File: config.mk
export PLATFORM = sky130hd
export DESIGN_NAME = branch_cc_unit
export DESIGN_NICKNAME = d
export VERILOG_FILES = /design/src/rtl/branch_cc_unit.sv
export SDC_FILE = /design/constraint.sdc
export NUM_CORES = 1
export LEC_CHECK = 0
export BUFFER_PORTS_ARGS = -buffer_cell sky130_fd_sc_hd__buf_4
export CAP_MARGIN = 20
export CELL_PAD_IN_SITES_DETAIL_PLACEMENT = 0
export CELL_PAD_IN_SITES_GLOBAL_PLACEMENT = 1
export CORE_MARGIN = 2
export CORE_UTILIZATION = 25
export CTS_BUF_LIST = sky130_fd_sc_hd__clkbuf_2
export CTS_CLUSTER_DIAMETER = 40
export DETAILED_ROUTE_END_ITERATION = 6
export PLACE_DENSITY_LB_ADDON = 0.08
export RECOVER_POWER = 50
export SYNTH_ARGS = -nofsm -noshare
export SYNTH_HDL_FRONTEND = slang
export SYNTH_SLANG_ARGS = --single-unit
export TNS_END_PERCENT = 1
File: constraint.sdc
create_clock -name Clk -period 4.5 [get_ports Clk]
set_input_delay 0 -clock Clk [delete_from_list [all_inputs] [get_ports Clk]]
set_output_delay 0 -clock Clk [all_outputs]
set_load 0.02 [all_outputs]
File: src/rtl/branch_cc_unit.sv
// ---------------------------------------------------------------------------------------------
// branch_cc_unit
//
// ID-stage control-transfer resolver. It holds the integer condition codes (icc), evaluates the
// Bicc condition for the instruction in ID, and selects the nPC source and target. It also
// sequences the delayed-branch slot, including SPARC annul semantics.
//
// Optional build macro: CC_FORWARD_EN
//   When defined, an EX-stage instruction that writes icc forwards its flags straight into the
//   Bicc evaluation. This lets a compare be followed immediately by a dependent branch.
//   When undefined, the branch sees only the registered icc.
//
// Parameters
//   ADDR_W         width of instruction addresses (PC/nPC)
//
// Ports
//   Clk            clock; all state updates on the rising edge
//   R              synchronous, active-high reset
//   ID_instr       instruction word from the IF/ID register
//   ID_pc          PC of the instruction in ID
//   ID_B_instr     control unit: Bicc in ID
//   ID_Call_instr  control unit: CALL in ID
//   ID_29_a        control unit: annul bit of the branch
//   EX_jmpl_instr  JMPL in EX
//   EX_alu_out     JMPL target (ALU result, low bits)
//   EX_modifyCC    instruction in EX writes icc
//   EX_alu_flags   {N,Z,V,C} from the ALU
//   stall          hazard stall; the IF/ID register is frozen this cycle
//   icc            registered {N,Z,V,C}
//   branch_taken   combinational: condition true for the Bicc in ID
//   pc_src         00 sequential, 01 branch/call target, 10 JMPL target
//   target_addr    address loaded into nPC when pc_src != 00
//   ds_nop         registered: squash the delay-slot instruction now in ID
//   state          FSM state (00 SEQ, 01 DSLOT, 10 DANNUL), for debug
// ---------------------------------------------------------------------------------------------

module branch_cc_unit #(
    parameter int unsigned ADDR_W = 8
) (
    input  logic              Clk,
    input  logic              R,
    input  logic [31:0]       ID_instr,
    input  logic [ADDR_W-1:0] ID_pc,
    input  logic              ID_B_instr,
    input  logic              ID_Call_instr,
    input  logic              ID_29_a,
    input  logic              EX_jmpl_instr,
    input  logic [ADDR_W-1:0] EX_alu_out,
    input  logic              EX_modifyCC,
    input  logic [3:0]        EX_alu_flags,
    input  logic              stall,
    output logic [3:0]        icc,
    output logic              branch_taken,
    output logic [1:0]        pc_src,
    output logic [ADDR_W-1:0] target_addr,
    output logic              ds_nop,
    output logic [1:0]        state
);

    typedef enum logic [1:0] {
        StSeq    = 2'b00,
        StDslot  = 2'b01,
        StDannul = 2'b10
    } state_e;

    state_e      r_state;
    logic        r_ds_nop;
    logic [3:0]  r_icc;

    logic [3:0]  w_cc;
    logic [3:0]  w_cond;
    logic        w_n;
    logic        w_z;
    logic        w_v;
    logic        w_c;
    logic        w_base;
    logic        w_taken;
    logic        w_cti;
    logic        w_annul;
    logic        w_redirect;
    logic [31:0] w_br_off;
    logic [31:0] w_call_off;
    logic [ADDR_W-1:0] w_br_target;
    logic [ADDR_W-1:0] w_call_target;
    logic [ADDR_W-1:0] w_cti_target;
    logic        w_unused;

    // -----------------------------------------------------------------------------------------
    // Condition-code register
    // -----------------------------------------------------------------------------------------
    always_ff @(posedge Clk) begin
        if (R) begin
            r_icc <= 4'b0000;
        end else if (EX_modifyCC) begin
            r_icc <= EX_alu_flags;
        end
    end

`ifdef CC_FORWARD_EN
    assign w_cc = EX_modifyCC ? EX_alu_flags : r_icc;
`else
    assign w_cc = r_icc;
`endif

    // -----------------------------------------------------------------------------------------
    // Bicc condition evaluation: cond[3] inverts the sense of the base test in cond[2:0]
    // -----------------------------------------------------------------------------------------
    assign w_cond = ID_instr[28:25];
    assign w_n    = w_cc[3];
    assign w_z    = w_cc[2];
    assign w_v    = w_cc[1];
    assign w_c    = w_cc[0];

    always_comb begin
        w_base = 1'b0;
        case (w_cond[2:0])
            3'b000:  w_base = 1'b0;
            3'b001:  w_base = w_z;
            3'b010:  w_base = w_z | (w_n ^ w_v);
            3'b011:  w_base = w_n ^ w_v;
            3'b100:  w_base = w_c | w_z;
            3'b101:  w_base = w_c;
            3'b110:  w_base = w_n;
            3'b111:  w_base = w_v;
            default: w_base = 1'b0;
        endcase
    end

    assign w_taken      = ID_B_instr & (w_base ^ w_cond[3]);
    assign branch_taken = w_taken;

    // -----------------------------------------------------------------------------------------
    // Target addresses; offsets are formed at 32 bits and wrap modulo 2^ADDR_W
    // -----------------------------------------------------------------------------------------
    assign w_br_off      = {{8{ID_instr[21]}}, ID_instr[21:0], 2'b00};
    assign w_call_off    = {ID_instr[29:0], 2'b00};
    assign w_br_target   = ID_pc + w_br_off[ADDR_W-1:0];
    assign w_call_target = ID_pc + w_call_off[ADDR_W-1:0];
    assign w_cti_target  = ID_Call_instr ? w_call_target : w_br_target;

    // op/op2 fields and the high offset bits are not needed here
    assign w_unused = ^{ID_instr[31:30], ID_instr[24:22], w_br_off, w_call_off};

    // -----------------------------------------------------------------------------------------
    // Redirect decision
    // -----------------------------------------------------------------------------------------
    assign w_cti = ID_B_instr | ID_Call_instr;

    // BA,a annuls even though taken; any untaken Bicc with a=1 annuls; CALL never annuls
    assign w_annul = ID_B_instr & ~ID_Call_instr & ID_29_a &
                     ((w_cond == 4'b1000) | ~w_taken);

    // A CTI sitting in the delay slot is ignored (DCTI couples unsupported)
    assign w_redirect = (r_state == StSeq) & ~stall &
                        (ID_Call_instr | (ID_B_instr & w_taken));

    always_comb begin
        pc_src      = 2'b00;
        target_addr = '0;
        if (EX_jmpl_instr) begin
            pc_src      = 2'b10;
            target_addr = EX_alu_out;
        end else if (w_redirect) begin
            pc_src      = 2'b01;
            target_addr = w_cti_target;
        end
    end

    // -----------------------------------------------------------------------------------------
    // Delay-slot FSM. r_ds_nop is registered as (next state == DANNUL), so it is high exactly
    // while the squashed slot instruction sits in ID; holding state on stall also holds it.
    // -----------------------------------------------------------------------------------------
    always_ff @(posedge Clk) begin
        if (R) begin
            r_state  <= StSeq;
            r_ds_nop <= 1'b0;
        end else begin
            case (r_state)
                StSeq: begin
                    if (!stall && w_cti) begin
                        if (w_annul) begin
                            r_state  <= StDannul;
                            r_ds_nop <= 1'b1;
                        end else begin
                            r_state  <= StDslot;
                            r_ds_nop <= 1'b0;
                        end
                    end else begin
                        r_state  <= StSeq;
                        r_ds_nop <= 1'b0;
                    end
                end
                StDslot, StDannul: begin
                    if (!stall) begin
                        r_state  <= StSeq;
                        r_ds_nop <= 1'b0;
                    end
                end
                default: begin
                    r_state  <= StSeq;
                    r_ds_nop <= 1'b0;
                end
            endcase
        end
    end

    assign icc    = r_icc;
    assign ds_nop = r_ds_nop;
    assign state  = r_state;

endmodule

==> impl_metrics.tcl, run 1 <==
set metrics [dict create \
    outcome "finished, final reports clean" \
    overflow 0 \
    crit_slowest_cell "nor4_4" \
    fin_crit_sh 0.448 \
    irDropWorstVdd_mv 0.0936 \
    hp-class "input port to register" \
    reg2reg_from "icc[1]" \
    pre_cts_slack_ns 2.67 \
    dieArea_um2 3610 \
    avgSynthCellArea_um2 7.63 \
    synth_simple_gate_area_frac 0.225 \
    ys_warn_count 0 \
    numCtsBuffers 3 \
    crit_chain "inv_1, a32o_2, o2111a_1, nor4_4, o31ai_1, buf_4" \
    dp_cells 196 \
    cp-end-kind "primary output" \
    slew_headroom 0.642 \
    globalplace.congestion 0.766 \
    synth_top_family_by_area "compound AO/OA/AOI/OAI gates" \
    synth_compound_area_frac 0.266 \
    antenna_found_initial 0 \
    first_iter_violations 46 \
    die_x_um 60.1 \
    fin_area_um2 1220 \
    max_freq_ghz 0.497 \
    yosysSeqAreaShare 0.153 \
    dpl-instance-area_um2 1220 \
    min_period_ns 2.01 \
    synth-adder-area-share 0.121 \
    nets 226 \
    synth-xor-area-share 0.0669 \
    tightest_slew_ns 0.533 \
    critPathArrivalTime_ns 2.01 \
    portBuffers 55 \
    cts-resized-gates 0 \
    synthFlopType "dfxtp_1" \
    core_um2 3030 \
    drive_gt1_frac 0.338 \
    setup_slack_ns 2.49 \
    clk_path_buf_depth 2 \
    drt-wirelength-per-cell_um 10.7 \
    grt_pass1_wl_mm 3.57 \
    drc 0 \
    hpwl_mm 1.84 \
    io_pins 78 \
    finalCoreUtilization 0.403 \
    worstSetupPathType "register to primary output" \
    clk_pin_slew_ns 0.07 \
    ys_async_sr_fraction 0 \
    cp.required_ns 4.50 \
    cts_setup_buffers 0 \
    clockRootBuffer "clkbuf_2" \
    ys_types 35 \
    crit_start "icc[1]" \
    synthMuxAreaShare 0.0637 \
    ant_nets 0 \
    routed_via_density 4.44 \
    critPathMaxFanout 9 \
    synthCells 103 \
    insertion_delay_ns 0.22 \
    r2r_setup_slack_ns 2.70 \
    cpLargestDelayFamily "compound AO/OA/AOI/OAI gates" \
    p_per_area_nw_per_um2 176 \
    leakage_nw 0.615 \
    synth_enable_flop_cells 0 \
    fill_cells 342 \
    htree_num_levels 1 \
    max_stage_delay_ns 0.48 \
    routed_wl_mm 2.16 \
    grtUsageTotal 0.128 \
    hold_viol 0 \
    clock_skew_ns 0.0192 \
    routed-via-count 893 \
    critPathLaunchType "register" \
    rsz0062_at_grt "no" \
    grt_start_max_net_pins 11 \
    cts_sinks 6 \
    syn-num-nets 170 \
    detail_route.first_pass.iterations 4 \
    layout.cells.non_filler 201 \
    max-cap-violations 0 \
    fp.dieH_um 60.1 \
    min_from "EX_alu_flags[2]" \
    antenna_cells 0 \
    netlist_area_um2 786 \
    cp.buffers_inverters 2 \
    cts_tree "built" \
    ys_ff_latch 6 \
    syn_to_final_growth_pct 55.4 \
    fin_setup_tns_ns 0 \
    row_count 20 \
    initial_core_util 0.260 \
    grt_pass1_vias 843 \
    finalSetupViolations 0 \
    slew_viol_final 0 \
]
==> cell usage after synthesis (all sizes together) (2+ instances only) <==
master	count	share of area
inv	13	0.062
nand2	10	0.048
o31ai	8	0.076
dfxtp	6	0.15
ha	6	0.096
nor2	6	0.029
a21oi	5	0.032
mux2i	5	0.064
buf	4	0.033
nand3	4	0.025
nor3	3	0.019
o21ai	3	0.019
xnor2	3	0.033
xor2	3	0.033
a21o	2	0.019
clkbuf	2	0.0096
nand2b	2	0.016
nor2b	2	0.016
==> worst paths after layout <==
path	to	cells after the start
worst max-delay path	target_addr[6]	6
worst min-delay path	icc[2]	3
worst max register to register	state[1]	5
worst min register to register	state[1]	2
==> area by class of cell <==
| class | instances | area, um2 | share of cell area |
|---|---|---|---|
| Timing Repair Buffer | 57 | 399 | 0.327 |
| Sequential cell | 6 | 120 | 0.0984 |
| Clock buffer | 3 | 15.0 | 0.0123 |
| Tap cell | 44 | 55.1 | 0.0451 |
| Inverter | 13 | 48.8 | 0.0400 |
| Multi-Input combinational cell | 78 | 583 | 0.477 |
==> cells by family (layout without fill, tap and decap cells) <==
kind of cell	after synthesis	count (layout)
mux	5	5
buf+inv	19	73
xor+xnor	6	6
fa+ha+maj	7	7
simple gates	33	33
compound gates	27	27
flops	6	6
==> worst reg2reg max path, cell delays in order, from the launching register on <==
cell and delay (ns):
dfxtp_1 0.35, inv_1 0.06, a32o_2 0.29, or3_1 0.34, a311o_1 0.40, o41ai_2 0.28
==> sequential cells by signal, summed over array words and instances, names as in the netlist <==
| register | flops |
|---|---|
| icc | 4 |
| state | 2 |
==> power breakdown <==
part           internal [mW]  total (mW)  switching, mW  leakage, nW
Combinational         0.0591       0.118         0.0592        0.553
Clock                 0.0181      0.0369         0.0188       0.0125
Sequential            0.0562      0.0592        0.00299       0.0494
==> cell usage in the layout, fill, tap and decap left out, drive strengths merged, types with 2 or more instances in the layout <==
| master | n |
|---|---|
| a21o | 2 |
| nand2b | 2 |
| nand2 | 10 |
| dlygate4sd3 | 2 |
| buf | 46 |
| nor3 | 3 |
| nand3 | 4 |
| clkbuf | 12 |
| dfxtp | 6 |
| o21ai | 3 |
| xnor2 | 3 |
| ha | 6 |
| nor2 | 6 |
| nor2b | 2 |
| o31ai | 8 |
| a21oi | 5 |
| xor2 | 3 |
| mux2i | 5 |
| inv | 13 |
==> through the flow <==
step / hold WS (ns) / power (mW)
after floorplan: 0.0724 / 0.127
after global placement: 0.231 / 0.181
after detailed placement: 0.235 / 0.182
after CTS: 0.000742 / 0.220
after global routing: 0.00830 / 0.233
final: 0.00914 / 0.214
==> what timing repair did <==
action                                  in CTS  in global routing
hold endpoints to repair                     1                  1
hold buffers                                 1                  1
endpoints found under the setup margin       0                  0
==> routing by layer <==
layer / share of wire / GRT usage / vias to the layer above
met2: 0.43 / 0.213 / 37
met1: 0.48 / 0.162 / 381
li1: - / - / 473
met5: 0 / 0 / -
met3: 0.087 / 0.0390 / 2
met4: 0.0056 / 0.0286 / 0
No activity file was read; power rests on OpenSTA's default activity.
==> inputs of run 2 (changes only) <==
- CORE_UTILIZATION: 25 -> 23
- clock period: 4.5 -> 2.1 ns (I/O delays scaled with it)
==> run 2 against run 1 <==
Worst setup slack got worse by 2.3 ns; core utilization fell by 2.9 points; worst hold slack improved by 0.011 ns; via count rose by 0.78%.
==> impl_metrics.tcl, run 2 (synthesized netlist as in run 1, its figures left out) <==
set metrics [dict create \
    outcome "finished, final reports clean" \
    fill_cells 379 \
    globalRouteMet1Util 0.152 \
    fin_crit_sh 0.923 \
    initial_core_util 0.237 \
    hp-class "input port to register" \
    ant_nets 0 \
    grt_busiest_layer "met2" \
    grt_pass1_vias 855 \
    cp.required_ns 2.10 \
    final_common_cell "buf_4" \
    hold_viol 0 \
    grt_start_max_net_pins 11 \
    worstHoldPathCells 3 \
    grt_use_met2 0.169 \
    overflow 0 \
    clock_skew_ns 0.000503 \
    portBuffers 55 \
    slew_headroom 0.762 \
    drive_gt1_frac 0.376 \
    cts_sinks 6 \
    dp_cells 199 \
    row_count 21 \
    cp-end-kind "primary output" \
    core_um2 3310 \
    routed-via-count 900 \
    layout_common_cells "49 x buf_4, 13 x inv_1, 10 x nand2_1" \
    htree_num_levels 1 \
    syn_to_final_growth_pct 57.8 \
    slew_viol_final 0 \
    hpwl_mm 1.83 \
    worstSetupPathType "register to primary output" \
    fin_setup_tns_ns 0 \
    routed_via_density 4.43 \
    io_pins 78 \
    numCtsBuffers 3 \
    critPathArrivalTime_ns 1.94 \
    dieArea_um2 3900 \
    layout.cells.non_filler 203 \
    grt_pass1_wl_mm 3.58 \
    antenna_cells 0 \
    cts_tree "built" \
    finalSetupViolations 0 \
    routed_wl_mm 2.17 \
    globalplace.congestion 0.697 \
    irDropWorstVdd_mv 0.255 \
    tightest_slew_ns 0.356 \
    fp.dieH_um 62.5 \
    reg2reg_depth 5 \
    max-cap-violations 0 \
    die_x_um 62.5 \
    nets 226 \
    detail_route.first_pass.iterations 4 \
    clk_path_buf_depth 2 \
    seqCellArea_um2 121 \
    clockRootBuffer "clkbuf_2" \
    multiInputGateArea_um2 593 \
    cts_setup_buffers 0 \
    min_period_ns 1.94 \
    leakage_nw 0.628 \
    largest_register_ff_count 4 \
    drc 0 \
    met3_usage 0.0505 \
    critPathMaxFanout 9 \
    first_iter_violations 21 \
    clk_pin_slew_ns 0.05 \
    max_freq_ghz 0.516 \
    antenna_found_initial 0 \
    p_per_area_nw_per_um2 371 \
    insertion_delay_ns 0.21 \
    grtUsageTotal 0.113 \
    drt-wirelength-per-cell_um 10.7 \
    critPathLaunchType "register" \
]
==> run 2: cell types whose count changed in the layout (fill, tap and decap cells not counted), sizes merged <==
cell         previous run  this run
dlygate4sd3             2         1
buf                    46        49
clkbuf                 12        10
==> run 2: worst paths after layout <==
| path | endpoint | slack (ns) | from |
|---|---|---|---|
| min reg2reg | state[1] | 0.54 | state[1] |
| min | icc[0] | 0.02 | EX_alu_flags[0] |
| max | target_addr[5] | 0.16 | icc[3] |
| max reg2reg | state[1] | 0.24 | icc[1] |
==> run 2: area by class of cell <==
| cell class | count | share of cell area |
|---|---|---|
| Multi-Input combinational cell | 78 | 0.478 |
| Timing Repair Buffer | 57 | 0.326 |
| Sequential cell | 6 | 0.0979 |
| Tap cell | 46 | 0.0464 |
| Inverter | 13 | 0.0394 |
| Clock buffer | 3 | 0.0121 |
==> run 2: repair_timing <==
item                       CTS  global route
hold buffers                 1             0
gates resized for setup      0             3
hold endpoints to repair     4             0
setup endpoints to repair    0             8
==> run 2: per-stage QoR <==
| step | setup WS (ns) | total power [mW] | util | instance area, um2 | hold slack [ns] |
|---|---|---|---|---|---|
| 2_1_floorplan | 0.246 | 0.272 | - | 786 | 0.0724 |
| 3_3_place_gp | 0.229 | 0.389 | 0.372 | 1230 | 0.229 |
| 3_5_place_dp | 0.245 | 0.390 | 0.372 | 1230 | 0.231 |
| 4_1_cts | 0.00307 | 0.473 | 0.379 | 1250 | 0.00993 |
| 5_1_grt | -0.000992 | 0.502 | 0.375 | 1240 | 0.000297 |
| 6_report | 0.161 | 0.460 | 0.375 | 1240 | 0.0199 |
==> run 2: power breakdown <==
group          total, mW  internal (mW)  switching, mW
sequential         0.127          0.121        0.00630
combinational      0.256          0.129          0.127
clock             0.0766         0.0386         0.0380
==> run 2: critical path, stage by stage, from the launching register on <==
cell	delay, ns
dfxtp_2	0.36
nor3b_1	0.07
nor3_2	0.30
o2111a_1	0.29
nor4_4	0.06
buf_4	0.18
o31ai_1	0.28
buf_4	0.19
==> run 2: routing by layer <==
layer  vias up  wire (um)  share of wire
met5         -          0              0
met4         0         12         0.0055
met3         2        187          0.086
met2        33        942           0.44
met1       389       1020           0.47
li1        476          -              -
==> inputs of run 3 (changes only) <==
- CELL_PAD_IN_SITES_DETAIL_PLACEMENT: 0 -> default
- CELL_PAD_IN_SITES_GLOBAL_PLACEMENT: 1 -> default
- CORE_UTILIZATION: 23 -> 37
- CTS_CLUSTER_DIAMETER: 40 -> 120
==> run 3 against run 2 <==
Clock skew is 0.0046 ns higher; maximum frequency down 0.77%; global-route usage increased by 5.8 points; largest cell class unchanged.
==> impl_metrics.tcl, run 3 (synthesized netlist as in run 1, its figures left out) <==
set metrics [dict create \
    power.switching_uw 171 \
    clk_pin_slew_ns 0.06 \
    clockRootBuffer "clkbuf_2" \
    routed_via_density 4.96 \
    worstSetupPathType "register to primary output" \
    layout_common_cells "47 x buf_4, 13 x inv_1, 10 x nand2_1" \
    switching_share 0.374 \
    irDropWorstVdd_mv 0.372 \
    hp-class "input port to register" \
    clk_path_buf_depth 2 \
    final_common_cell "buf_4" \
    outcome "finished, final reports clean" \
    clock_skew_ns 0.00508 \
    first_iter_violations 19 \
    fin_crit_sh 0.930 \
    max-cap-violations 0 \
    internal-power_uw 287 \
    p_per_area_nw_per_um2 379 \
    globalplace.congestion 0.780 \
    overflow 0 \
    slew_headroom 0.772 \
    pre_cts_slack_ns 0.284 \
    critPathMaxFanout 9 \
    drc 0 \
    portBuffers 55 \
    reg2reg_from "icc[1]" \
    grtUsageTotal 0.171 \
    slew_viol_final 0 \
    grt_pass1_vias 881 \
    combPwrFrac 0.554 \
    clkPwrFrac 0.169 \
    worstHoldPathCells 3 \
    row_count 16 \
    largest_register_ff_count 4 \
    hold_viol 0 \
    cts_sinks 6 \
    drt-wirelength-per-cell_um 11.1 \
    critPathArrivalTime_ns 1.95 \
    power_frac_seq 0.277 \
    htree_num_levels 1 \
    critPathLaunchType "register" \
    io_pins 78 \
    multiInputGateArea_um2 593 \
    fp.dieH_um 50.1 \
    min_period_ns 1.95 \
    fill_cells 209 \
    core_um2 1980 \
    routed_wl_mm 2.04 \
    antenna_cells 0 \
    rsz0062_at_grt "no" \
    routed-via-count 913 \
    grt_pass1_wl_mm 3.44 \
    min_to "icc[3]" \
    seqCellArea_um2 120 \
    cp.required_ns 2.10 \
    fin_setup_tns_ns 0 \
    r2r-end "state[1]" \
    drive_gt1_frac 0.357 \
    cts_tree "built" \
    die_x_um 50.1 \
    max_freq_ghz 0.512 \
    numCtsBuffers 3 \
    dieArea_um2 2510 \
    syn_to_final_growth_pct 53.7 \
    nets 226 \
    r2r_setup_slack_ns 0.24 \
    ant_nets 0 \
    hpwl_mm 1.73 \
    tightest_slew_ns 0.332 \
    reg2reg_depth 5 \
    initial_core_util 0.396 \
    finalSetupViolations 0 \
    min_from "EX_alu_flags[3]" \
    cp-end-kind "primary output" \
    leakage_nw 0.619 \
    insertion_delay_ns 0.21 \
    setup_slack_ns 0.146 \
    grt_start_max_net_pins 11 \
    detail_route.first_pass.iterations 4 \
    antenna_found_initial 0 \
]
run 3: changes by cell type in the layout (fill, tap and decap cells not counted):
cell      previous run  this run
clkbuf_1             7         9
dfxtp_1              5         6
dfxtp_2              1         0
buf_4               49        47
run 3: critical path, stage by stage (launching register included):
cell and delay, ns:
dfxtp_1 0.36, inv_1 0.07, a32o_2 0.30, o2111a_1 0.29, nor4_4 0.26, buf_4 0.20
o31ai_1 0.09, buf_4 0.17
run 3: how the worst max path moves through the flow:
stage | startpoint | slack [ns] | end | depth (start not counted)
2_1_floorplan | icc[1] | 0.25 | target_addr[4] | 5
3_3_place_gp | icc[1] | 0.28 | state[1] | 5
3_5_place_dp | icc[1] | 0.28 | state[1] | 5
4_1_cts | icc[1] | 0.06 | target_addr[6] | 6
5_1_grt | icc[1] | 0.004 | target_addr[6] | 7
6_report | icc[1] | 0.15 | target_addr[6] | 7
run 3: power by group through the flow:
stage	registers (mW)	clock network [mW]	logic [mW]
floorplan	0.136	0	0.136
global placement	0.129	0	0.251
detailed placement	0.129	0	0.257
CTS	0.127	0.0816	0.259
global route	0.128	0.0890	0.281
finish	0.127	0.0774	0.253
run 3: metal layers:
| layer | vias to the layer above | GRT usage | part of all wire |
|---|---|---|---|
| met4 | 0 | 0.0278 | 0 |
| met3 | 0 | 0.0364 | 0.065 |
| met1 | 406 | 0.217 | 0.45 |
| met2 | 29 | 0.296 | 0.48 |
| li1 | 478 | - | - |
| met5 | - | 0 | 0 |
run 3: final cells by class:
type / count / area share
inverter: 13 / 0.0404
timing repair buffer: 57 / 0.328
tap: 27 / 0.0280
sequential: 6 / 0.0995
clock buffer: 3 / 0.0124
multi-input combinational: 78 / 0.491
run 3: what timing repair did:
item	4_1_cts	5_1_grt
setup endpoints to repair	0	9
resized for setup	0	2
setup buffers	0	1
hold endpoints to repair	4	0
hold buffers	1	0
run 3: per-stage QoR:
stage                     utilization  total power, mW  hold slack [ns]  std cells  area (um2)
final                           0.609            0.457           0.0199        184        1210
after global routing            0.609            0.498           0.0148        184        1210
after CTS                       0.617            0.467          0.00915        183        1220
after detailed placement        0.605            0.386            0.232        179        1200
after global placement          0.605            0.380            0.226        179        1200
after floorplan                     -            0.272           0.0724        103         786
